$ cat config.mk
export PLATFORM = sky130hd
export DESIGN_NAME = r16_ntt_agu_flat
export DESIGN_NICKNAME = d
export VERILOG_FILES = /design/src/rtl/r16_ntt_agu_if.sv /design/src/rtl/r16_ntt_agu.sv /design/src/flat_wrapper.sv
export SDC_FILE = /design/constraint.sdc
export NUM_CORES = 1
export LEC_CHECK = 0
export CAP_MARGIN = 20
export CORE_MARGIN = 2
export CORE_UTILIZATION = 25
export DETAILED_ROUTE_END_ITERATION = 8
export PLACE_DENSITY = 0.52
export SKIP_CTS_REPAIR_TIMING = 1
export SYNTH_ARGS = -nofsm -noshare
export SYNTH_HDL_FRONTEND = slang
export SYNTH_SLANG_ARGS = --single-unit
export TNS_END_PERCENT = 30
$ cat constraint.sdc
create_clock -name clk -period 5.5 [get_ports clk]
set_input_delay 1.65 -clock clk [delete_from_list [all_inputs] [get_ports clk]]
set_output_delay 1.65 -clock clk [all_outputs]
set_load 0.03 [all_outputs]
$ cat src/rtl/r16_ntt_agu_if.sv
// Radix-16 NTT address generation unit bus: control inputs and per-group index outputs.
interface r16_ntt_agu_if #(
    parameter int LOG_N   = 12,
    parameter int D_WIDTH = LOG_N - 4
);
    logic                   start;
    logic                   stall;
    logic [16*D_WIDTH-1:0]  ma_idx;
    logic [16*4-1:0]        bn_idx;
    logic                   ntt_enable;
    logic [1:0]             stage_idx;
    logic                   busy;
    logic                   ntt_done_agu;

    modport master (
        output start, stall,
        input  ma_idx, bn_idx, ntt_enable, stage_idx, busy, ntt_done_agu
    );

    modport slave (
        input  start, stall,
        output ma_idx, bn_idx, ntt_enable, stage_idx, busy, ntt_done_agu
    );
endinterface

$ cat src/rtl/r16_ntt_agu.sv
// Radix-16 NTT address generation unit.
// Walks every (stage, group) of an N-point DIF transform and emits, per group, the
// 16 conflict-free (memory address, bank) pairs. The (s,g) pair is captured into a
// pipeline register first, and the index arithmetic feeds only the output registers,
// which gives a start-to-first-enable latency of two extra edges.
module r16_ntt_agu #(
    parameter int LOG_N   = 12,
    parameter int D_WIDTH = LOG_N - 4
) (
    input  logic            clk,
    input  logic            rst,
    r16_ntt_agu_if.slave    bus
);
    localparam int STAGES = LOG_N / 4;

    typedef enum logic [1:0] {
        IDLE = 2'd0,
        RUN  = 2'd1,
        LAST = 2'd2
    } state_t;

    state_t                 state_r;
    state_t                 state_s;

    logic [1:0]             s_r;
    logic [D_WIDTH-1:0]     g_r;
    logic                   load_s;
    logic                   issue_s;
    logic                   drain_s;
    logic                   last_grp_s;

    logic                   p1_valid_r;
    logic                   p1_done_r;
    logic [1:0]             p1_s_r;
    logic [D_WIDTH-1:0]     p1_g_r;

    logic [LOG_N-1:0]       j_s;
    logic [16*D_WIDTH-1:0]  ma_nxt_s;
    logic [16*4-1:0]        bn_nxt_s;

    logic [16*D_WIDTH-1:0]  ma_r;
    logic [16*4-1:0]        bn_r;
    logic                   enable_r;
    logic [1:0]             stage_r;
    logic                   busy_r;
    logic                   done_r;

    // Data index of lane k: hex digit k inserted at digit position p = STAGES-1-s of g.
    function automatic logic [LOG_N-1:0] data_index(
        input logic [1:0]         s,
        input logic [D_WIDTH-1:0] g,
        input logic [3:0]         k
    );
        logic [LOG_N-1:0] gx;
        logic [LOG_N-1:0] mask;
        logic [LOG_N-1:0] lower;
        logic [LOG_N-1:0] upper;
        int               p;
        p = STAGES - 1 - int'(s);
        if (p < 0) begin
            p = 0;
        end else begin
            p = p;
        end
        gx    = LOG_N'(g);
        mask  = (LOG_N'(1) << (4 * p)) - LOG_N'(1);
        lower = gx & mask;
        upper = (gx >> (4 * p)) << (4 * p + 4);
        return upper | (LOG_N'(k) << (4 * p)) | lower;
    endfunction

    // Bank number: wrap-around 4-bit sum of all hex digits of the data index.
    function automatic logic [3:0] bank_of(input logic [LOG_N-1:0] j);
        logic [3:0] acc;
        acc = 4'd0;
        for (int i = 0; i < STAGES; i++) begin
            acc = acc + j[4*i +: 4];
        end
        return acc;
    endfunction

    assign last_grp_s = (s_r == 2'(STAGES - 1)) && (g_r == {D_WIDTH{1'b1}});

    // FSM state register.
    always_ff @(posedge clk) begin
        if (!rst) begin
            state_r <= IDLE;
        end else begin
            state_r <= state_s;
        end
    end

    // FSM next-state logic.
    always_comb begin
        state_s = state_r;
        case (state_r)
            IDLE: begin
                if (bus.start) state_s = RUN;
                else           state_s = IDLE;
            end
            RUN: begin
                if (!bus.stall && last_grp_s) state_s = LAST;
                else                          state_s = RUN;
            end
            LAST:    state_s = IDLE;
            default: state_s = IDLE;
        endcase
    end

    // FSM control outputs: counter load, group issue and drain strobe.
    always_comb begin
        load_s  = 1'b0;
        issue_s = 1'b0;
        drain_s = 1'b0;
        case (state_r)
            IDLE:    load_s  = bus.start;
            RUN:     issue_s = !bus.stall;
            LAST:    drain_s = 1'b1;
            default: begin
                load_s  = 1'b0;
                issue_s = 1'b0;
                drain_s = 1'b0;
            end
        endcase
    end

    // Stage/group counters: cleared on start, advanced per issued group, frozen on the last one.
    always_ff @(posedge clk) begin
        if (!rst) begin
            s_r <= 2'd0;
            g_r <= '0;
        end else if (load_s) begin
            s_r <= 2'd0;
            g_r <= '0;
        end else if (issue_s && !last_grp_s) begin
            g_r <= g_r + D_WIDTH'(1);
            if (g_r == {D_WIDTH{1'b1}}) begin
                s_r <= s_r + 2'd1;
            end else begin
                s_r <= s_r;
            end
        end else begin
            s_r <= s_r;
            g_r <= g_r;
        end
    end

    // Pipeline register carrying the issued (s,g) and the drain strobe to the index stage.
    always_ff @(posedge clk) begin
        if (!rst) begin
            p1_valid_r <= 1'b0;
            p1_done_r  <= 1'b0;
            p1_s_r     <= 2'd0;
            p1_g_r     <= '0;
        end else begin
            p1_valid_r <= issue_s;
            p1_done_r  <= drain_s;
            if (issue_s) begin
                p1_s_r <= s_r;
                p1_g_r <= g_r;
            end else begin
                p1_s_r <= p1_s_r;
                p1_g_r <= p1_g_r;
            end
        end
    end

    // Index arithmetic for all 16 lanes of the pipelined group.
    always_comb begin
        j_s      = '0;
        ma_nxt_s = '0;
        bn_nxt_s = '0;
        for (int k = 0; k < 16; k++) begin
            j_s = data_index(p1_s_r, p1_g_r, 4'(k));
            ma_nxt_s[k*D_WIDTH +: D_WIDTH] = j_s[LOG_N-1:4];
            bn_nxt_s[k*4 +: 4]             = bank_of(j_s);
        end
    end

    // Output registers: indices update only for valid groups and hold otherwise.
    always_ff @(posedge clk) begin
        if (!rst) begin
            ma_r     <= '0;
            bn_r     <= '0;
            stage_r  <= 2'd0;
            enable_r <= 1'b0;
            done_r   <= 1'b0;
            busy_r   <= 1'b0;
        end else begin
            enable_r <= p1_valid_r;
            done_r   <= p1_done_r;
            busy_r   <= (state_s != IDLE) || (state_r == LAST);
            if (p1_valid_r) begin
                ma_r    <= ma_nxt_s;
                bn_r    <= bn_nxt_s;
                stage_r <= p1_s_r;
            end else begin
                ma_r    <= ma_r;
                bn_r    <= bn_r;
                stage_r <= stage_r;
            end
        end
    end

    assign bus.ma_idx       = ma_r;
    assign bus.bn_idx       = bn_r;
    assign bus.stage_idx    = stage_r;
    assign bus.ntt_enable   = enable_r;
    assign bus.busy         = busy_r;
    assign bus.ntt_done_agu = done_r;
endmodule

$ cat src/flat_wrapper.sv
// flat-port wrapper written by rule: the top's interface ports become plain ports
module r16_ntt_agu_flat 
#(
    parameter int LOG_N   = 12,
    parameter int D_WIDTH = LOG_N - 4
)
  (clk, rst, bus_start, bus_stall, bus_ma_idx, bus_bn_idx, bus_ntt_enable, bus_stage_idx, bus_busy, bus_ntt_done_agu);
  r16_ntt_agu_if #(.LOG_N(LOG_N), .D_WIDTH(D_WIDTH)) bus_i ();
  input  logic clk;
  input  logic rst;
  input wire logic [$bits(bus_i.start)-1:0] bus_start;
  input wire logic [$bits(bus_i.stall)-1:0] bus_stall;
  output wire logic [$bits(bus_i.ma_idx)-1:0] bus_ma_idx;
  output wire logic [$bits(bus_i.bn_idx)-1:0] bus_bn_idx;
  output wire logic [$bits(bus_i.ntt_enable)-1:0] bus_ntt_enable;
  output wire logic [$bits(bus_i.stage_idx)-1:0] bus_stage_idx;
  output wire logic [$bits(bus_i.busy)-1:0] bus_busy;
  output wire logic [$bits(bus_i.ntt_done_agu)-1:0] bus_ntt_done_agu;
  assign bus_i.start = bus_start;
  assign bus_i.stall = bus_stall;
  assign bus_ma_idx = bus_i.ma_idx;
  assign bus_bn_idx = bus_i.bn_idx;
  assign bus_ntt_enable = bus_i.ntt_enable;
  assign bus_stage_idx = bus_i.stage_idx;
  assign bus_busy = bus_i.busy;
  assign bus_ntt_done_agu = bus_i.ntt_done_agu;
  r16_ntt_agu #(.LOG_N(LOG_N), .D_WIDTH(D_WIDTH)) u_core (.clk(clk), .rst(rst), .bus(bus_i));
endmodule
==> results.cfg, run 1 <==
[status]
status = finished, final reports clean

[synth]
synthTopCellsByArea = dfxtp_1, buf_4, mux2i_1
netlist_area_um2 = 4770
synthArstFlopShare_pct = 0
ys_seq_elements = 75
avgSynthCellArea_um2 = 8.49
synthCells = 562
synth.distinct_cells = 46
synth_top_cell_by_area = dfxtp_1
synth-edff-count = 0
synth_top_area_share_pct = 31.5
syn_nets = 588
synthFlopType = dfxtp_1
yosysWarnings = 0
ys_seq_area_share_pct = 31.5

[clocking]
clock_sinks = 75
cts-buffers-inserted = 9
cts-root-buf = clkbuf_16
htreeDepth = 3
cts_tree = yes
cts.path.max_buffers = 2
path_clk_slew_ps = 60
clk_latency_ps = 340

[setup_path]
r2r_end = u_core.bus.bn_idx[51]
r2r_cells = 12
endpoint_kind = flop
crit_type = flop to flop
cp-startpoint = u_core.p1_s_r[1]
rrSetupSlack_ps = 1140
reg2reg_from = u_core.p1_s_r[1]
critical_path.max_fanout = 23
worst_ep_arrival_time_ps = 4620
cp.required_ps = 5760
critical_path.startpoint_type = flop

[sta]
worst_pin_slew_ps = 877
setup_tns_ps = 0
setup_slack_ps = 1140
period_needed_ps = 4360
post-route-period-util_pct = 79.2
slew_headroom_pct = 41.5
finClkSkew_ps = 6.55
finalHoldViolations = 0
rsz0062_at_grt = no
slew_violations = 0
fmax_ghz = 0.230
setup_viol = 0

[run]
drv_cap = 0

[min_path]
hold_class = flop to flop
holdPathEnd = u_core.bus.ntt_done_agu
hold_start = u_core.p1_done_r
whs_path_depth = 1

[power_and_ir_drop]
intPower_w = 0.000989
p_leak_nw = 2.12
p_per_area_nw_per_um2 = 217
p_switching_w = 0.000360
clockPowerShare_pct = 44.4
power_frac_comb_pct = 13.4
pwr-share-seq_pct = 42.1
switching_share_pct = 26.7
vdd_drop_max_mv = 0.117

[cells_and_area]
nNetsFinal = 634
instances_no_fill = 846
final_cell_mix = clkdlybuf4s50_1, dfxtp_1, nor2_1
fin_area_um2 = 6210
layout_commonest_cell = clkdlybuf4s50_1
syn_to_final_growth_pct = 30.1
diodes = 0
drive_gt1_share_pct = 4.74

[grt]
antenna_found_initial = 0
grt_max_degree = 80
grt_overflow_total = 0
grt_pass1_vias = 3241
track_usage_pct = 11.3
grt_pass1_wl_um = 17800

[route]
drt-initial-drc-count = 193
routed_wirelength_um = 11800
wl_per_cell_um = 14.0
vias = 3656
dr.pass1.iters = 6
ant_nets = 0
drc = 0
vias_per_cell = 4.32

[die]
pin_count = 201
row_count = 50
die_w_um = 142
initial_utilization_pct = 25.5
die_area_um2 = 20200
die_y_um = 142
core_region_area_um2 = 18700

[placement]
io_buffers = 200
place_area_um2 = 5910
placedCellCount = 831
pre_cts_slack_ps = 1210
place.gp.congestion = 0.781
hpwl_um = 8870
-- final cells by class --
| cell class | instances | area (um2) |
|---|---|---|
| fill | 1898 | 12500 |
| sequential | 75 | 1500 |
| tap | 234 | 293 |
| inverter | 15 | 56.3 |
| clock buffer | 10 | 239 |
| timing repair buffer | 204 | 2030 |
| multi-input combinational | 303 | 2020 |
| clock inverter | 5 | 62.6 |
-- routing by layer --
layer / vias to the layer above / routed length [um] / global-route usage, %
li1: 1821 / - / -
met1: 1664 / 5610 / 15.7
met2: 161 / 5190 / 17.3
met3: 10 / 855 / 2.52
met4: 0 / 164 / 4.11
met5: - / 0 / 0
-- how the worst max path moves through the flow --
stage,end,slack (ps),cells past startpoint
5_1_grt,u_core.bus.bn_idx[51],810,12
6_report,u_core.bus.bn_idx[51],1140,12
3_5_place_dp,u_core.bus.bn_idx[51],1210,12
2_1_floorplan,u_core.bus.bn_idx[51],1910,14
4_1_cts,u_core.bus.bn_idx[51],1160,12
3_3_place_gp,u_core.bus.bn_idx[51],1370,12
-- sequential cells by signal (all words and copies together) (netlist names), 2 cells and up --
signal                count
u_core.state_r            2
u_core.g_r                8
u_core.bus.stage_idx      2
u_core.p1_g_r             8
u_core.p1_s_r             2
u_core.s_r                2
u_core.bus.ma_idx        16
u_core.bus.bn_idx        30
-- worst max-delay path: stages (launching register included) --
cell,delay [ps]
dfxtp_1,800
inv_1,250
nand2_1,240
ha_1,360
mux2i_1,230
nor2_1,120
a21oi_1,270
inv_1,100
fa_1,630
inv_1,80
fa_1,470
or4_1,540
a31oi_1,170
-- power groups by stage --
| stage | clock network (W) | registers (W) | logic (W) |
|---|---|---|---|
| finish | 0.000600 | 0.000568 | 0.000181 |
| global route | 0.000637 | 0.000571 | 0.000191 |
| CTS | 0.000619 | 0.000569 | 0.000183 |
| detailed placement | 0 | 0.000581 | 0.000183 |
| global placement | 0 | 0.000580 | 0.000184 |
| floorplan | 0 | 0.000597 | 0.000120 |
-- per-stage QoR --
step | hold WS, ps | total power [W] | util (%)
finish | 435 | 0.00135 | 33.2
global route | 460 | 0.00140 | 33.2
CTS | 439 | 0.00137 | 33.2
detailed placement | 425 | 0.000764 | 31.6
global placement | 419 | 0.000763 | 31.6
floorplan | 412 | 0.000717 | -
-- logic make-up (layout without fill, tap and decap cells) --
family                   count (synthesis)  count (layout)  share of synthesized area, %
buffers and inverters                  184             234                          26.2
AND/OR/NAND/NOR                        153             153                          15.2
AO/OA/AOI/OAI                           79              79                          10.5
flip-flops                              75              75                          31.5
multiplexers                            25              25                          5.27
XOR/XNOR                                24              24                          4.56
adder cells (fa/ha/maj)                 22              22                          6.87
-- Yosys cell counts (all sizes together), types with 3 or more instances --
cell type,instances
xor2,15
xnor2,9
mux2i,24
nor2b,6
and3,3
nor2,56
inv,14
ha,15
nand3b,4
or2,4
clkbuf,18
nand2,43
nor3,3
o31ai,6
a211oi,15
a21oi,26
a31oi,9
o21ai,10
nand2b,6
nand4,4
or4,6
nand3,9
fa,7
buf,151
dfxtp,75
No activity file was read; power rests on OpenSTA's default activity.
==> run 2, diff against run 1 <==
PLACE_DENSITY = 0.54   (was 0.52)
clock period = 3.6 ns   (was 5.5 ns; I/O delays follow)
==> run 2 against run 1 <==
  * First-iteration DRC count shrank 15%
  * Power grew 48%
  * Core utilization grew 0.15 points
  * Non-clock buffer count grew 5
  * Sequential share of layout area shrank 0.11 points
  * Clock power grew 43%
  * Worst hold slack gained 9.4 ps
  * Die area is the same
  * Critical endpoint unchanged
  * Largest power group is now sequential cells
==> results.cfg, run 2 (synthesis results as in run 1) <==
[sta]
setup_viol = 0
worst_pin_slew_ps = 820
fmax_ghz = 0.297
setup_tns_ps = 0
slew_headroom_pct = 45.3
post-route-period-util_pct = 93.5
finClkSkew_ps = 7.68
rsz0062_at_grt = no
slew_violations = 0
period_needed_ps = 3370
finalHoldViolations = 0

[grt]
track_usage_pct = 11.1
grt_pass1_vias = 3262
antenna_found_initial = 0
grt_pass1_wl_um = 17600
grt_max_degree = 74
grt_overflow_total = 0

[route]
ant_nets = 0
drc = 0
vias = 3686
drt-initial-drc-count = 164
wl_per_cell_um = 13.7
routed_wirelength_um = 11700
vias_per_cell = 4.33
dr.pass1.iters = 4

[power_and_ir_drop]
p_per_area_nw_per_um2 = 321
pwr-share-seq_pct = 43.4
intPower_w = 0.00145
switching_share_pct = 27.7
clockPowerShare_pct = 42.8
p_leak_nw = 2.14
vdd_drop_max_mv = 0.163
power_frac_comb_pct = 13.8
p_switching_w = 0.000554

[min_path]
hold_class = flop to flop

[placement]
hpwl_um = 8800
place_area_um2 = 5940
place.gp.congestion = 0.795
io_buffers = 200

[setup_path]
slowest_stage = fa_2
crit_chain = inv_2, nand2_1, ha_1, mux2i_1, nor2_1, a21oi_1, inv_1, fa_2, inv_1, fa_1, or4_1, a31oi_1
crit_type = flop to flop
slowest_delay_ps = 620
path_common_cell = inv_1
worst_ep_arrival_time_ps = 3630
endpoint_kind = flop
cp.required_ps = 3860
critical_path.max_fanout = 6
critical_path.startpoint_type = flop

[die]
core_region_area_um2 = 18700
die_w_um = 142
row_count = 50
initial_utilization_pct = 25.5
die_y_um = 142
die_area_um2 = 20200
pin_count = 201

[cells_and_area]
final_cell_mix = clkdlybuf4s50_1, dfxtp_1, nor2_1
largest_reg_flops = 30
fin_area_um2 = 6230
diodes = 0
syn_to_final_growth_pct = 30.7
fillers = 1892
drive_gt1_share_pct = 5.99
layout_commonest_cell = clkdlybuf4s50_1
nNetsFinal = 639

[clocking]
cts-root-buf = clkbuf_16
path_clk_slew_ps = 70
clk_latency_ps = 340
cts-buffers-inserted = 9
htreeDepth = 3
cts_tree = yes
clock_sinks = 75
cts.path.max_buffers = 2

[run]
drv_cap = 0

[status]
status = finished, final reports clean
## run 2: cell count changes in the layout (fill, tap and decap cells not counted), sizes merged
cell | before | now
buf | 4 | 9
bufinv | 1 | 0
clkinv | 2 | 4
## run 2: power groups by stage
stage	combinational [W]	sequential, W	clock (W)
5_1_grt	0.000289	0.000872	0.000914
3_3_place_gp	0.000279	0.000887	0
2_1_floorplan	0.000183	0.000912	0
4_1_cts	0.000279	0.000870	0.000883
6_report	0.000276	0.000868	0.000857
3_5_place_dp	0.000278	0.000889	0
## run 2: per-layer routing
layer / share of wire, % / vias to the layer above / global-route usage, %
met5: 0 / - / 0
met4: 0.89 / 0 / 3.79
met3: 5.7 / 7 / 2.36
met2: 46 / 140 / 17.6
met1: 48 / 1695 / 14.9
li1: - / 1844 / -
## run 2: area by class of cell
| type | count | area, um2 | share of cell area (%) |
|---|---|---|---|
| Multi-Input combinational cell | 303 | 2020 | 32.5 |
| Clock inverter | 6 | 50.0 | 0.803 |
| Timing Repair Buffer | 209 | 2070 | 33.2 |
| Inverter | 15 | 56.3 | 0.903 |
| Sequential cell | 75 | 1500 | 24.1 |
| Clock buffer | 10 | 239 | 3.83 |
| Tap cell | 234 | 293 | 4.70 |
## run 2: worst paths after layout
path                             endpoint  depth (start not counted)              from  slack (ps)
setup / recovery    u_core.bus.bn_idx[51]                         12  u_core.p1_s_r[0]         230
hold / removal    u_core.bus.ntt_done_agu                          1  u_core.p1_done_r         440
setup reg to reg    u_core.bus.bn_idx[51]                         12  u_core.p1_s_r[0]         230
hold reg to reg   u_core.bus.ntt_done_agu                          1  u_core.p1_done_r         440
## run 2: per-stage QoR
stage               total power (W)  hold WS [ps]  std cells  utilization [%]  setup WS (ps)
floorplan                   0.00110           412        562                -           12.8
global placement            0.00117           423        836             31.8            262
detailed placement          0.00117           427        836             31.8            183
CTS                         0.00203           452        852             33.3            143
global route                0.00208           475        852             33.3           16.8
finish                      0.00200           444        852             33.3            235
## run 2: critical path, delay by kind of cell, from the launching register on
| family | cells | cell delay, ps |
|---|---|---|
| and+or+nand+nor | 3 | 680 |
| muxes | 1 | 190 |
| adders and majority gates | 3 | 1420 |
| buffers and inverters | 3 | 270 |
| DFF | 1 | 370 |
| AOI/OAI and AO/OA | 2 | 350 |
==> run 3, diff against run 2 <==
HOLD_SLACK_MARGIN = 0.06   (was unset)
SLEW_MARGIN = 5   (was unset)
==> results of run 3 <==
Final layout, timing and power as in run 2 (identical DEF).
==> edit: new RTL, config.mk and constraints of run 2 <==
Reset style: asynchronous (`rst`), changed in 4 clocked blocks.
--- a/src/rtl/r16_ntt_agu.sv
+++ b/src/rtl/r16_ntt_agu.sv
@@ -83,5 +83,5 @@
 
     // FSM state register.
-    always_ff @(posedge clk) begin
+    always_ff @(posedge clk or negedge rst) begin
         if (!rst) begin
             state_r <= IDLE;
@@ -126,5 +126,5 @@
 
     // Stage/group counters: cleared on start, advanced per issued group, frozen on the last one.
-    always_ff @(posedge clk) begin
+    always_ff @(posedge clk or negedge rst) begin
         if (!rst) begin
             s_r <= 2'd0;
@@ -147,5 +147,5 @@
 
     // Pipeline register carrying the issued (s,g) and the drain strobe to the index stage.
-    always_ff @(posedge clk) begin
+    always_ff @(posedge clk or negedge rst) begin
         if (!rst) begin
             p1_valid_r <= 1'b0;
@@ -179,5 +179,5 @@
 
     // Output registers: indices update only for valid groups and hold otherwise.
-    always_ff @(posedge clk) begin
+    always_ff @(posedge clk or negedge rst) begin
         if (!rst) begin
             ma_r     <= '0;
Check against the original RTL: not settled (the Yosys comparison gave no result); the edit may change what the design does.
==> edit against run 2 <==
Maximum frequency grew 18%. Final area shrank 3.1%. Area after synthesis shrank 2.8%. Highest routed layer unchanged. Non-clock buffer count shrank 6. Sequential cell count is the same. Setup slack gained 530 ps. Wire length shrank 13%. Critical path type unchanged. Clock skew shrank 3.6 ps. Critical endpoint is now u_core.bus.bn_idx[19]$_DFFE_PN0P_.
Power is not compared: it rests on default switching activity, and its combinational part moved more than twofold at a synthesized area within 25%.
==> edit: results (changes against run 2) <==
stage	metric	value	unit	change
layout	num-nonclk-inverters	18		+3
power_and_ir_drop	leakagePower	2.52	nW	
placed_design	place_hpwl	7620	um	-13%
layout	clock_area_share	4.33	%	-0.31 points
clock_network	clkSlewWorstSetupHoldPaths	60	ps	
synth	yosys-top-cells-count	146 x buf_4, 75 x dfrtp_1, 49 x nand2_1		
grt	grt_pass1_vias	2960		-9.3%
layout	instances_no_fill	745		-13%
placed_design	gp_congestion	0.768		-3.4%
flow_run	cap_violations	0		unchanged
synth	synthArstFlopShare	100	%	+100 points
power_and_ir_drop	vdd_drop_max	0.457	mV	
layout	num-fill-cells	1772		-6.3%
detailed_routing	first_iter_violations	146		-11%
power_and_ir_drop	power	5.55	mW	
critical_path	cp_max_fo	15		+9
hold_path	hold_class	reg -> reg		
clock_network	clock_sinks	75		unchanged
placed_design	dp_cells	730		-13%
timing	worstMarginPinSlew	964	ps	+144 ps
placed_design	placedInstanceArea	5780	sq um	-2.7%
clock_network	cts_buffers	9		unchanged
clock_network	clk_path_buf_depth	2		unchanged
layout	clock_buffers	12		+2
detailed_routing	routed-via-count	3053		-17%
die	rows	49		-2.0%
layout	nNonClkBuffers	203		-2.9%
layout	seq_share	31.1	%	+7.0 points
placed_design	dp_slack	759	ps	+575 ps
detailed_routing	wl_per_cell	13.7	um	-0.37%
timing	fin_skew	4.10	ps	-3.58 ps
grt	grt_max_degree	76		+2.7%
grt	grt_pass1_wl	16200	um	-8.0%
grt	grt_use_total	10.4	%	-0.64 points
layout	drive_gt1_share	9.88	%	+3.9 points
synth	avgSynthCellArea	10.1	sq um	+19%
layout	buf_share	33.5	%	+0.26 points
synth	ys_seq_area_share	40.4	%	+9.0 points
detailed_routing	drt-pass1-iter-count	4		unchanged
critical_path	arrival	3050	ps	-580 ps
layout	largest_reg_flops	30		unchanged
status	status	complete, no violations		
synth	synthTopCellsByArea	dfrtp_1 40%, buf_4 24%, mux2_2 6.1%		
timing	slew_violations	0		unchanged
layout	regArea	1880	sq um	+25%
layout	multi_input_gates	205		-32%
synth	synth_cell_types	37		-20%
clock_network	insertion_delay	330	ps	
power_and_ir_drop	clock_power	0.803	mW	
layout	fin_nets	537		-16%
placed_design	port_buffers	200		unchanged
clock_network	cts-root-buf	clkbuf_16		
layout	multi_input_area_share	25.3	%	-7.2 points
synth	postSynthNetCount	484		-18%
synth	synth_warnings	0		unchanged
power_and_ir_drop	p_switching	2.53	mW	
==> edit: cell count changes after synthesis, sizes merged, moves of 7 or more <==
cell,change
nor2,-31
dfrtp,+75
xor2,-15
a21oi,-11
a211oi,-13
nand3,-7
dfxtp,-75
mux2,+24
clkbuf,-7
mux2i,-12
==> edit: metal layers <==
| metal | vias to the layer above | wire, um | GRT usage [%] |
|---|---|---|---|
| met5 | - | 0 | 0 |
| met4 | 0 | 127 | 3.67 |
| met3 | 7 | 743 | 2.63 |
| met2 | 138 | 4850 | 17.8 |
| met1 | 1464 | 4480 | 12.8 |
| li1 | 1444 | - | - |
==> edit: worst max-delay path, cell delays in order, from the launching register on <==
cell,delay (ps)
dfrtp_1,560
nor2_1,90
buf_4,180
or2_2,310
fa_1,700
inv_1,90
fa_1,380
xnor2_1,150
mux2_2,270
==> edit: cell families after synthesis <==
kind of cell	after synthesis	synth area share, %
buffers and inverters	179	26.6
muxes	37	8.65
adders and majority gates	21	7.12
and+or+nand+nor	97	9.30
AOI/OAI and AO/OA	38	4.93
DFF	75	40.4
xor gates and xnor gates	12	2.91
==> edit: final timing paths <==
path	from	slack [ps]	endpoint	cells past startpoint
min in group asynchronous	rst	910	u_core.bus.busy$_DFF_PN0_	1
max in group asynchronous	rst	2030	u_core.p1_valid_r$_DFF_PN0_	1
worst max-delay path	u_core.p1_s_r[1]$_DFFE_PN0P_	760	u_core.bus.bn_idx[19]$_DFFE_PN0P_	8
worst min-delay path	u_core.p1_done_r$_DFF_PN0_	350	u_core.bus.ntt_done_agu$_DFF_PN0_	0
worst min register to register	u_core.p1_done_r$_DFF_PN0_	350	u_core.bus.ntt_done_agu$_DFF_PN0_	0
worst max register to register	u_core.p1_s_r[1]$_DFFE_PN0P_	760	u_core.bus.bn_idx[19]$_DFFE_PN0P_	8
